<file path="src/rtl/round_timer_if.sv">
// Round sequencer bus: game-logic requests in, HUD digits and round status out.
interface round_timer_if;
    logic       start;
    logic       pause_req;
    logic       ko;
    logic [2:0] state;
    logic [1:0] intro_count;
    logic [3:0] secs_tens;
    logic [3:0] secs_ones;
    logic       frame_tick;
    logic       sec_tick;
    logic       round_over;
    logic       timeout;

    modport master (
        output start, pause_req, ko,
        input  state, intro_count, secs_tens, secs_ones,
        input  frame_tick, sec_tick, round_over, timeout
    );

    modport slave (
        input  start, pause_req, ko,
        output state, intro_count, secs_tens, secs_ones,
        output frame_tick, sec_tick, round_over, timeout
    );
endinterface

</file>
<file path="src/rtl/round_timer_ctrl.sv">
// Fighting-game round sequencer: prescaled frame/second enables drive an
// IDLE -> INTRO -> FIGHT (<-> PAUSED) -> OVER flow with a BCD countdown.
module round_timer_ctrl #(
    parameter int CLK_HZ        = 100_000_000,
    parameter int FRAME_HZ      = 60,
    parameter int ROUND_SECONDS = 99,
    parameter int INTRO_SECONDS = 3
) (
    input  logic         clk_in,
    input  logic         rst,
    round_timer_if.slave bus
);
    localparam int FRAME_DIV = CLK_HZ / FRAME_HZ;
    localparam int DIV_W     = (FRAME_DIV > 1) ? $clog2(FRAME_DIV) : 1;
    localparam int FRM_W     = (FRAME_HZ > 1) ? $clog2(FRAME_HZ) : 1;
    localparam logic [DIV_W-1:0] DIV_LAST    = DIV_W'(FRAME_DIV - 1);
    localparam logic [FRM_W-1:0] FRM_LAST    = FRM_W'(FRAME_HZ - 1);
    localparam logic [3:0]       RELOAD_TENS = 4'(ROUND_SECONDS / 10);
    localparam logic [3:0]       RELOAD_ONES = 4'(ROUND_SECONDS % 10);
    localparam logic [1:0]       RELOAD_INTRO = 2'(INTRO_SECONDS);

    typedef enum logic [2:0] {
        ST_IDLE   = 3'd0,
        ST_INTRO  = 3'd1,
        ST_FIGHT  = 3'd2,
        ST_PAUSED = 3'd3,
        ST_OVER   = 3'd4
    } state_t;

    state_t           state_q, state_d;
    logic [DIV_W-1:0] div_q, div_d;
    logic [FRM_W-1:0] frm_q, frm_d;
    logic [1:0]       intro_q, intro_d;
    logic [3:0]       tens_q, tens_d, ones_q, ones_d;
    logic             timeout_q, timeout_d;
    logic             round_over_q, round_over_d;
    logic             frame_tick_q, sec_tick_q;
    logic             frame_ev_s, sec_ev_s, final_s, active_s;

    assign frame_ev_s = (div_q == DIV_LAST);
    assign div_d      = frame_ev_s ? '0 : div_q + DIV_W'(1);
    assign active_s   = (state_q == ST_INTRO) || (state_q == ST_FIGHT);
    assign sec_ev_s   = frame_ev_s && active_s && (frm_q == FRM_LAST);
    assign final_s    = sec_ev_s && (tens_q == 4'd0) && (ones_q == 4'd1);

    // Free-running prescaler; frame_tick is the registered wrap event.
    always_ff @(posedge clk_in or posedge rst) begin
        if (rst) begin
            div_q        <= '0;
            frame_tick_q <= 1'b0;
        end else begin
            div_q        <= div_d;
            frame_tick_q <= frame_ev_s;
        end
    end

    // State and round datapath registers.
    always_ff @(posedge clk_in or posedge rst) begin
        if (rst) begin
            state_q      <= ST_IDLE;
            frm_q        <= '0;
            intro_q      <= 2'd0;
            tens_q       <= RELOAD_TENS;
            ones_q       <= RELOAD_ONES;
            timeout_q    <= 1'b0;
            round_over_q <= 1'b0;
            sec_tick_q   <= 1'b0;
        end else begin
            state_q      <= state_d;
            frm_q        <= frm_d;
            intro_q      <= intro_d;
            tens_q       <= tens_d;
            ones_q       <= ones_d;
            timeout_q    <= timeout_d;
            round_over_q <= round_over_d;
            sec_tick_q   <= sec_ev_s;
        end
    end

    // Next-state decision; in FIGHT ko beats the final second, which beats pause.
    always_comb begin
        state_d = state_q;
        case (state_q)
            ST_IDLE, ST_OVER: begin
                if (bus.start) state_d = ST_INTRO;
                else           state_d = state_q;
            end
            ST_INTRO: begin
                if (sec_ev_s && (intro_q == 2'd1)) state_d = ST_FIGHT;
                else                               state_d = state_q;
            end
            ST_FIGHT: begin
                if (bus.ko)             state_d = ST_OVER;
                else if (final_s)       state_d = ST_OVER;
                else if (bus.pause_req) state_d = ST_PAUSED;
                else                    state_d = state_q;
            end
            ST_PAUSED: begin
                if (bus.ko)             state_d = ST_OVER;
                else if (bus.pause_req) state_d = ST_FIGHT;
                else                    state_d = state_q;
            end
            default: state_d = ST_IDLE;
        endcase
    end

    // Counters, BCD countdown and status outputs.
    always_comb begin
        intro_d      = intro_q;
        tens_d       = tens_q;
        ones_d       = ones_q;
        timeout_d    = timeout_q;
        round_over_d = (state_d == ST_OVER) && (state_q != ST_OVER);

        if (active_s && frame_ev_s) frm_d = (frm_q == FRM_LAST) ? '0 : frm_q + FRM_W'(1);
        else if (state_q == ST_PAUSED || active_s) frm_d = frm_q;
        else frm_d = '0;

        case (state_q)
            ST_IDLE, ST_OVER: begin
                if (bus.start) begin
                    intro_d   = RELOAD_INTRO;
                    tens_d    = RELOAD_TENS;
                    ones_d    = RELOAD_ONES;
                    timeout_d = 1'b0;
                end else begin
                    intro_d = intro_q;
                end
            end
            ST_INTRO: begin
                if (sec_ev_s) intro_d = intro_q - 2'd1;
                else          intro_d = intro_q;
            end
            ST_FIGHT: begin
                // A KO freezes the digits even when it lands on the final second.
                if (bus.ko) begin
                    timeout_d = 1'b0;
                end else if (sec_ev_s) begin
                    if (ones_q == 4'd0) begin
                        ones_d = 4'd9;
                        tens_d = tens_q - 4'd1;
                    end else begin
                        ones_d = ones_q - 4'd1;
                    end
                    timeout_d = final_s;
                end else begin
                    timeout_d = timeout_q;
                end
            end
            default: intro_d = intro_q;
        endcase
    end

    assign bus.state       = state_q;
    assign bus.intro_count = intro_q;
    assign bus.secs_tens   = tens_q;
    assign bus.secs_ones   = ones_q;
    assign bus.frame_tick  = frame_tick_q;
    assign bus.sec_tick    = sec_tick_q;
    assign bus.round_over  = round_over_q;
    assign bus.timeout     = timeout_q;
endmodule

</file>
<file path="src/flat_wrapper.sv">
// flat-port wrapper written by rule: the top's interface ports become plain ports
module round_timer_ctrl_flat 
#(
    parameter int CLK_HZ        = 100_000_000,
    parameter int FRAME_HZ      = 60,
    parameter int ROUND_SECONDS = 99,
    parameter int INTRO_SECONDS = 3
)
  (clk_in, rst, bus_start, bus_pause_req, bus_ko, bus_state, bus_intro_count, bus_secs_tens, bus_secs_ones, bus_frame_tick, bus_sec_tick, bus_round_over, bus_timeout);
  round_timer_if bus_i ();
  input  logic clk_in;
  input  logic rst;
  input wire logic [$bits(bus_i.start)-1:0] bus_start;
  input wire logic [$bits(bus_i.pause_req)-1:0] bus_pause_req;
  input wire logic [$bits(bus_i.ko)-1:0] bus_ko;
  output wire logic [$bits(bus_i.state)-1:0] bus_state;
  output wire logic [$bits(bus_i.intro_count)-1:0] bus_intro_count;
  output wire logic [$bits(bus_i.secs_tens)-1:0] bus_secs_tens;
  output wire logic [$bits(bus_i.secs_ones)-1:0] bus_secs_ones;
  output wire logic [$bits(bus_i.frame_tick)-1:0] bus_frame_tick;
  output wire logic [$bits(bus_i.sec_tick)-1:0] bus_sec_tick;
  output wire logic [$bits(bus_i.round_over)-1:0] bus_round_over;
  output wire logic [$bits(bus_i.timeout)-1:0] bus_timeout;
  assign bus_i.start = bus_start;
  assign bus_i.pause_req = bus_pause_req;
  assign bus_i.ko = bus_ko;
  assign bus_state = bus_i.state;
  assign bus_intro_count = bus_i.intro_count;
  assign bus_secs_tens = bus_i.secs_tens;
  assign bus_secs_ones = bus_i.secs_ones;
  assign bus_frame_tick = bus_i.frame_tick;
  assign bus_sec_tick = bus_i.sec_tick;
  assign bus_round_over = bus_i.round_over;
  assign bus_timeout = bus_i.timeout;
  round_timer_ctrl #(.CLK_HZ(CLK_HZ), .FRAME_HZ(FRAME_HZ), .ROUND_SECONDS(ROUND_SECONDS), .INTRO_SECONDS(INTRO_SECONDS)) u_core (.clk_in(clk_in), .rst(rst), .bus(bus_i));
endmodule
</file>
<file path="config.mk">
export PLATFORM = sky130hd
export DESIGN_NAME = round_timer_ctrl_flat
export DESIGN_NICKNAME = d
export VERILOG_FILES = /design/src/rtl/round_timer_if.sv /design/src/rtl/round_timer_ctrl.sv /design/src/flat_wrapper.sv
export SDC_FILE = /design/constraint.sdc
export NUM_CORES = 1
export LEC_CHECK = 0
export ABC_AREA = 1
export CELL_PAD_IN_SITES_DETAIL_PLACEMENT = 0
export CELL_PAD_IN_SITES_GLOBAL_PLACEMENT = 1
export CORE_MARGIN = 2
export CORE_UTILIZATION = 40
export CTS_BUF_LIST = sky130_fd_sc_hd__clkbuf_8
export DETAILED_ROUTE_END_ITERATION = 7
export HOLD_SLACK_MARGIN = 0.12
export PLACE_DENSITY_LB_ADDON = 0.1
export SETUP_SLACK_MARGIN = 0.4
export SYNTH_ARGS = -nofsm -noshare
export SYNTH_HDL_FRONTEND = slang
export SYNTH_SLANG_ARGS = --single-unit
</file>
<file path="constraint.sdc">
create_clock -name clk_in -period 1.79 [get_ports clk_in]
set_clock_uncertainty 0.15 [all_clocks]
set_input_delay 0.358 -clock clk_in [delete_from_list [all_inputs] [get_ports clk_in]]
set_output_delay 0.358 -clock clk_in [all_outputs]
set_load 0.05 [all_outputs]
</file>
== After elaboration in Yosys (flattened, before gate mapping) ==
Index checks and enable logic that the tools add are counted.
W data, S select, Z words.

* Flip-flop bits (word level): 44
* Input bits: 5
* Output and inout port bits: 17
* Logic and storage cells: 78

* Add/subtract/negate cells: 5
* Equality and inequality tests: 17
* Multiplexer cells: 28
* Reductions and logical operators: 18

{| class="wikitable"
|+ Operator list
! kind !! number
|-
| $mux W4 || 7
|-
| $add A21 B1 Y21 const B || 1
|-
| $eq A21 B21 Y1 const B || 1
|-
| $mux W21 || 1
|-
| $mux W3 || 7
|-
| $mux W6 || 3
|-
| $pmux W4 S2 || 2
|-
| $pmux W3 S4 || 1
|-
| $logic_not A4 Y1 || 2
|-
| $sub A4 B1 Y4 const B || 2
|-
| $add A6 B1 Y6 const B || 1
|-
| $eq A3 B2 Y1 const B || 2
|-
| $eq A3 B3 Y1 const B || 2
|-
| $eq A6 B6 Y1 const B || 1
|-
| $logic_and A1 B1 Y1 || 6
|-
| $ne A2 B1 Y1 const B || 3
|-
| $ne A2 B2 Y1 const B || 3
|-
| $reduce_and A3 Y1 || 2
|-
| $reduce_and A5 Y1 || 1
|-
| $eq A4 B1 Y1 const B || 1
|-
| $mux W2 || 2
|-
| $pmux W2 S2 || 1
|-
| $reduce_and A4 Y1 || 1
|-
| $reduce_bool A2 Y1 || 2
|-
| other kinds (10) || 13
|}

== Logic depth before layout (Yosys ltp) ==
Gate-level depths: netlist (run 1).

* Depth after elaboration: 11
* Depth in mapped cells: 12
* Mapped depth without buffers: 12

== Worst setup path after synthesis (run 1) ==
Ideal clock, no wire load.

* Path kind: flip-flop to flip-flop
* From: register u_core.state_q[2] (netlist: u_core.bus.state[2])
* To: register u_core.tens_q[2] (netlist: u_core.bus.secs_tens[2])
* Setup time: 0.120 ns
* Arrival time: 1.614 ns
* Data required time: 1.520 ns
* Slack: -0.094 ns
* Stages on the path, launching flop included: 9
* Buffers on the path: 0
* Clock period less this slack: 1.884 ns
* Path through: dfrtp_1 inv_1 nand3_4 inv_6 nor2_1 a211oi_4 nand2_4 nand2_1 nand2_1

* Word-level cells in the longest chain between the ends: 6
* Elaborated cells on any way between the ends: 15
* Those cells by class: 7 x eq/ne; 1 x mux; 7 x reduce/logical

{| class="wikitable"
|+ Ends and longest elaborated chain
! element !! RTL line !! RTL
|-
| start: declaration || round_timer_ctrl.sv:30 || <nowiki>state_t state_q, state_d;</nowiki>
|-
| start signal: assignment || round_timer_ctrl.sv:69 || <nowiki>state_q <= state_d;</nowiki>
|-
| $eq A3 B1 Y1 / $eq A3 B2 Y1 (equally long branches) || round_timer_ctrl.sv:42, round_timer_ctrl.sv:119 ||
|-
| $logic_or A1 B1 Y1 || round_timer_ctrl.sv:42 || <nowiki>assign active_s = (state_q == ST_INTRO) || (state_q == ST_FIGHT);</nowiki>
|-
| $logic_and A1 B1 Y1 (2 in series) || round_timer_ctrl.sv:43 || <nowiki>assign sec_ev_s = frame_ev_s && active_s && (frm_q == FRM_LAST);</nowiki>
|-
| $ne A2 B1 Y1 (no line) || n/a ||
|-
| $reduce_and A5 Y1 (no line) || n/a ||
|-
| end signal: assignment || round_timer_ctrl.sv:72 || <nowiki>tens_q <= tens_d;</nowiki>
|-
| end: declaration || round_timer_ctrl.sv:34 || <nowiki>logic [3:0] tens_q, tens_d, ones_q, ones_d;</nowiki>
|}

Parallel ways exist; a longest one is shown, timed or not.
A chain may end at the register's enable or synchronous reset.

== Worst setup path after layout (run 1) ==
* From: register u_core.div_q[1]
* To: register u_core.tens_q[1] (netlist: u_core.bus.secs_tens[1])

* Word-level cells in the longest chain between the ends: 5

{| class="wikitable"
|+ Ends and longest elaborated chain
! element !! RTL line !! RTL
|-
| start: declaration || round_timer_ctrl.sv:31 || <nowiki>logic [DIV_W-1:0] div_q, div_d;</nowiki>
|-
| start signal: assignment || round_timer_ctrl.sv:52 || <nowiki>div_q <= div_d;</nowiki>
|-
| $eq A21 B21 Y1 || round_timer_ctrl.sv:40 || <nowiki>assign frame_ev_s = (div_q == DIV_LAST);</nowiki>
|-
| $logic_and A1 B1 Y1 (2 in series) || round_timer_ctrl.sv:43 ||
|-
| $ne A2 B1 Y1 (no line) || n/a ||
|-
| $reduce_and A5 Y1 (no line) || n/a ||
|}

No other way between the ends.

==> results of run 1 <==
-- kinds of logic after synthesis --
| group | count (synthesis) | synth area share (%) |
|---|---|---|
| AO/OA/AOI/OAI | 21 | 4.610 |
| XOR/XNOR | 17 | 5.487 |
| adder cells (fa/ha/maj) | 6 | 2.766 |
| buffers and inverters | 50 | 7.100 |
| flip-flops | 44 | 40.76 |
| AND/OR/NAND/NOR | 201 | 39.28 |
-- path summary, 6_finish.rpt --
kind                                                startpoint                                     to  cells after the start
min in group clk_in        u_core.bus.secs_ones[3]$_DFFE_PP1P_    u_core.bus.secs_ones[3]$_DFFE_PP1P_                      2
min                                                        rst  u_core.bus.intro_count[1]$_DFFE_PP0P_                      2
min reg2reg                u_core.bus.secs_ones[3]$_DFFE_PP1P_    u_core.bus.secs_ones[3]$_DFFE_PP1P_                      2
max reg2reg                          u_core.div_q[1]$_DFF_PP0_    u_core.bus.secs_tens[1]$_DFFE_PP0P_                     11
max in group asynchronous                                  rst             u_core.div_q[12]$_DFF_PP0_                      3
max                                  u_core.div_q[1]$_DFF_PP0_    u_core.bus.secs_tens[1]$_DFFE_PP0P_                     11
-- sequential cells by signal (all words and copies together) (netlist names) --
| signal | cells |
|---|---|
| u_core.bus.frame_tick | 1 |
| u_core.bus.intro_count | 2 |
| u_core.bus.round_over | 1 |
| u_core.bus.sec_tick | 1 |
| u_core.bus.secs_ones | 4 |
| u_core.bus.secs_tens | 4 |
| u_core.bus.state | 3 |
| u_core.bus.timeout | 1 |
| u_core.div_q | 21 |
| u_core.frm_q | 6 |
-- stage by stage --
stage	cell area, um^2	hold slack, ns	std cells
5_1_grt	4208	0.2422	512
4_1_cts	3960	0.2256	499
3_5_place_dp	3461	0.3516	468
2_1_floorplan	2820	0.2105	339
6_report	4208	0.2277	512
3_3_place_gp	3461	0.3486	468
-- Yosys cell counts, types with 2 or more instances --
cell	instances	area [um^2]
nor3_2	2	20.02
nand3_4	2	35.03
nand3_1	39	195.2
inv_2	11	41.29
dfstp_2	4	105.1
nand2_4	4	45.04
nor3b_1	2	15.01
nor2_2	3	18.77
nor2_4	6	67.56
o21ai_0	11	55.05
nand4_1	8	50.05
a21oi_1	6	30.03
nand2_1	71	266.5
or2_2	3	18.77
dfrtp_1	40	1001
nand2_2	9	56.30
ha_1	6	75.07
nor4_1	4	25.02
xor2_1	15	131.4
inv_1	38	142.6
nor2_1	32	120.1
xnor2_1	2	17.52
nor3_1	8	40.04
-- final cells by class --
class                      count  area (um^2)
timing repair buffer          84        893.4
tap                           80        100.1
clock inverter                 1        30.03
sequential                    44         1126
fill                         572         2474
inverter                      50        201.4
clock buffer                   7        96.34
multi-input combinational    246         1760
-- power groups by stage --
stage | Sequential [mW] | Clock [mW] | Combinational (mW)
floorplan | 1.47 | 0 | 0.394
global placement | 1.25 | 0 | 1.07
detailed placement | 1.25 | 0 | 1.07
CTS | 1.23 | 0.873 | 1.19
global route | 1.24 | 0.918 | 1.33
finish | 1.23 | 0.842 | 1.23
-- per-layer routing --
| layer | up-vias | share of wire (%) | track usage (%) |
|---|---|---|---|
| li1 | 1282 | - | - |
| met5 | - | 0 | 0 |
| met1 | 1170 | 50 | 29.88 |
| met2 | 47 | 45 | 29.93 |
| met4 | 0 | 1.3 | 6.250 |
| met3 | 10 | 3.7 | 3.810 |
-- worst max-delay path, cell delays in order (launching register included) --
cell     delay [ns]
dfrtp_1        0.41
inv_2          0.08
ha_4           0.14
nand2_4        0.06
nor2_4         0.10
nand3_4        0.10
nor2_8         0.14
nand4_4        0.14
nand2_4        0.14
nand2_4        0.08
nand2_2        0.08
nand2_2        0.04
-- timing repair --
| action | 4_1_cts | 5_1_grt |
|---|---|---|
| endpoints found under the setup margin | 58 | 59 |
| pin swaps | 27 | 31 |
| resized for setup | 46 | 45 |
| hold endpoints to repair | 0 | 0 |
| cloned | 1 | 0 |
| setup buffers | 22 | 13 |
| hold buffers | 0 | 0 |
==> impl_metrics.yaml, run 1 <==
run_status:
  status: "completed"
timing:
  slew_violations: 0
  max_freq_mhz: 564.2
  tightest_slew_ns: 0.3587
  hold_viol: 0
  relSlewSlack_pct: 76.01
  fin_setup_tns_ns: 0
  timing.final.ws_setup_ns: 0.01746
  fin_crit_ns: 1.773
  finalCritPeriodShare_pct: 99.02
  rsz0062_at_grt: "yes"
  setup_violations: 0
logic_synthesis:
  synth_cell_type_count: 36
  ys_seq_area_share_pct: 40.76
  synth.avg_cell_area_um2: 8.005
  ys_seq_elements: 44
  syn_area_um2: 2714
  syn_nets: 350
  async_flop_share_pct: 100.0
  synth-edff-count: 0
  synthesis.instances: 339
  ys_warn_count: 0
  ys.flop_type: "dfrtp_1"
global_route:
  grt_pass1_wl_um: 11890
  first_global_vias: 2471
  grtUsageTotal_pct: 20.21
  antenna_found_initial: 0
  grt_overflow: 0
  grt_max_degree: 21
placement:
  place_ws_ns: -0.09166
  place.gp.congestion: 0.8353
  hpwl_um: 5106
  port_buffers: 21
power:
  clock_power_share_pct: 25.5
  p_int_mw: 2.176
  p_comb_share_pct: 37.3
  swShare_pct: 34.11
  p_per_area_nw_per_um2: 784.8
  p_switching_mw: 1.127
  power_mw: 3.302
  p_leak_nw: 1.989
  ir_worst_vdd_mv: 0.7520
  seqPwrFrac_pct: 37.2
final_layout:
  layout_common_cells: "54 x nand2_1, 44 x buf_4, 30 x inv_1"
  drive_gt1_share_pct: 50.69
  fin_util_pct: 62.98
  nets: 442
  final_common_cell: "nand2_1"
  diodes: 0
  syn2layout_area_growth_pct: 55.05
clocking:
  cts-root-buf: "clkbuf_8"
  clk_pin_slew_ns: 0.09
  tritoncts: "done"
  clock_path_buffers: 2
  cts_sinks: 44
  cts_buffers: 5
  clk_latency_ns: 0.30
  cts_max_level: 2
route:
  avgRoutedWirePerCell_um: 13.70
  drc: 0
  via_count: 2509
  routed_via_density: 4.900
  ant_nets: 0
  drtPass1Iterations: 5
  wl_um: 7012
  drt-initial-drc-count: 133
floorplan:
  die_width_um: 86.37
  die_area_um2: 7460
  die_h_um: 86.37
  start_util_pct: 40.62
  num_rows: 30
  core-area_um2: 6681
  io_pins: 22
setup_path:
  crit_arrival_ns: 1.82
  crit_path_start_kind: "register"
  cp.required_ns: 1.83
  end_kind: "register"
  r2r_setup_slack_ns: 0.02
  crit_path_max_fanout: 5
  critPathKind: "register to register"
flow_run:
  drv_cap: 0
min_path:
  min_path_type: "input pin to asynchronous set/reset pin"
Power figures use the tool's default switching activity.
==> inputs of run 2 (changes only) <==
--- a/config.mk
+++ b/config.mk
@@ -12,9 +12,11 @@
 export CORE_UTILIZATION = 40
 export CTS_BUF_LIST = sky130_fd_sc_hd__clkbuf_8
 export DETAILED_ROUTE_END_ITERATION = 7
+export DONT_BUFFER_PORTS = 1
 export HOLD_SLACK_MARGIN = 0.12
 export PLACE_DENSITY_LB_ADDON = 0.1
 export SETUP_SLACK_MARGIN = 0.4
 export SYNTH_ARGS = -nofsm -noshare
 export SYNTH_HDL_FRONTEND = slang
 export SYNTH_SLANG_ARGS = --single-unit
+export TNS_END_PERCENT = 50
==> impl_metrics.yaml, run 2 (same netlist as run 1, synthesis figures left out) <==
final_layout:
  regArea_um2: 1126
  diodes: 0
  syn2layout_area_growth_pct: 42.97
  layout_common_cells: "58 x nand2_1, 40 x buf_4, 33 x inv_1"
  reg_top3: "u_core.div_q x21, u_core.frm_q x6"
  nets: 423
  regMostFlops: "u_core.div_q"
  final_area_um2: 3880
  final_common_cell: "nand2_1"
  multi_input_area_um2: 1705
  largest_reg_flops: 21
  fin_cells: 493
  drive_gt1_share_pct: 45.52
  fin_util_pct: 58.07
  fill_cells: 627
global_route:
  antenna_found_initial: 0
  grt_pass1_wl_um: 11660
  grt_overflow: 0
  grtUsageTotal_pct: 19.82
  grt_max_degree: 24
  first_global_vias: 2426
setup_path:
  startpoint: "u_core.div_q[0]$_DFF_PP0_"
  critPathKind: "register to register"
  slowest_delay_ns: 0.45
  end_kind: "register"
  cpLargestDelayFamily: "simple AND/OR/NAND/NOR gates"
  crit_path_max_fanout: 5
  crit_path_start_kind: "register"
  r2r_setup_slack_ns: 0.05
  slowest_stage: "dfrtp_2"
  critical_path_buf_inv_count: 0
  crit_top_cell: "nand2_4"
  path_cells: "ha_4 > nand2_4 > nor2_4 > nand3_4 > nor2_8 > nand4_4 > nand2_4 > nand2_4 > nand2_2 > nand2_1"
  crit_arrival_ns: 1.79
  cp.required_ns: 1.83
  r2r_start: "u_core.div_q[0]$_DFF_PP0_"
clocking:
  tritoncts: "done"
  cts_sinks: 44
  cts_buffers: 5
  clk_pin_slew_ns: 0.09
  clock_path_buffers: 2
  cts-root-buf: "clkbuf_8"
  cts_max_level: 2
  clk_latency_ns: 0.30
placement:
  place_area_um2: 3137
  place.gp.congestion: 0.8713
  hpwl_um: 5172
  dp_cells: 449
  port_buffers: 0
timing:
  hold_viol: 0
  fin_crit_ns: 1.744
  rsz0062_at_grt: "yes"
  finalCritPeriodShare_pct: 97.43
  relSlewSlack_pct: 64.83
  setup_violations: 0
  tightest_slew_ns: 0.5276
  slew_violations: 0
  max_freq_mhz: 573.4
route:
  wl_um: 7294
  via_count: 2500
  routed_via_density: 5.071
  drt-initial-drc-count: 124
  drtPass1Iterations: 4
  ant_nets: 0
  avgRoutedWirePerCell_um: 14.80
  drc: 0
min_path:
  min_path_type: "input pin to register"
  hold_start: "bus_ko"
run_status:
  status: "completed"
power:
  p_leak_nw: 1.794
  ir_worst_vdd_mv: 0.8189
  power_mw: 3.051
  p_per_area_nw_per_um2: 786.5
flow_run:
  drv_cap: 0
floorplan:
  core-area_um2: 6681
  die_h_um: 86.37
  num_rows: 30
  die_area_um2: 7460
  die_width_um: 86.37
  io_pins: 22
  start_util_pct: 40.62
## run 2: cell count changes in the layout (fill, tap and decap cells not counted), sizes merged
cell and delta:
buf -18, clkdlybuf4s50 -4, dlygate4sd3 +3, clkbuf -2, clkinv +2
## run 2: path summary, 6_finish.rpt
| path | endpoint | cells past startpoint |
|---|---|---|
| worst max-delay path | u_core.bus.secs_tens[1]$_DFFE_PP0P_ | 10 |
| worst min-delay path | u_core.bus.state[0]$_DFF_PP0_ | 3 |
| worst max register to register | u_core.bus.secs_tens[1]$_DFFE_PP0P_ | 10 |
| worst min register to register | u_core.bus.secs_ones[3]$_DFFE_PP1P_ | 2 |
| max in group asynchronous | u_core.bus.secs_tens[3]$_DFFE_PP1P_ | 3 |
| min in group asynchronous | u_core.div_q[11]$_DFF_PP0_ | 3 |
## run 2: area by class of cell
class	instances	share of cell area [%]
clock buffers	5	1.774
inverters	50	5.321
well taps	80	2.580
flip-flops and latches	44	29.02
clock inverters	3	0.9997
repair buffers	65	16.35
multi-input cells	246	43.95
## run 2: where the power goes
| group | internal (mW) | switching [mW] |
|---|---|---|
| Combinational | 0.414 | 0.667 |
| Clock | 0.409 | 0.355 |
| Sequential | 1.11 | 0.0983 |
## run 2: metrics by stage
stage                     hold WS [ns]   TNS (ns)  setup WS [ns]
final                           0.1387          0        0.04594
after global routing            0.1467    -0.7900       -0.07032
after detailed placement        0.1645  -0.004815      -0.003466
after floorplan                 0.2105          0        0.03902
after CTS                       0.1219          0       0.008334
after global placement          0.1609          0        0.04145
## run 2: what timing repair did
action                                  4_1_cts  5_1_grt
endpoints found under the setup margin       61       61
hold buffers                                  3        0
buffers inserted                             15       17
resized for setup                            27       65
pin swaps                                    17       26
endpoints found under the hold margin        41        0
cloned                                        1        0
## run 2: worst min-delay path: cells and delay by family
family | cells | cell delay (ns)
and+or+nand+nor | 3 | 0.19
## run 2: per-layer routing
layer | wire length [um] | global-route usage (%) | share of wire (%) | up-vias
li1 | - | - | - | 1250
met1 | 3322 | 27.10 | 46 | 1198
met2 | 3577 | 32.31 | 49 | 44
met3 | 321 | 4.381 | 4.4 | 8
met4 | 72 | 4.261 | 0.99 | 0
met5 | 0 | 0 | 0 | -
==> inputs of run 3 (changes only) <==
--- a/config.mk
+++ b/config.mk
@@ -6,6 +6,7 @@
 export NUM_CORES = 1
 export LEC_CHECK = 0
 export ABC_AREA = 1
+export CAP_MARGIN = 40
 export CELL_PAD_IN_SITES_DETAIL_PLACEMENT = 0
 export CELL_PAD_IN_SITES_GLOBAL_PLACEMENT = 1
 export CORE_MARGIN = 2
==> results of run 3 <==
The final DEF is identical to that of run 2; final timing and power are the same.
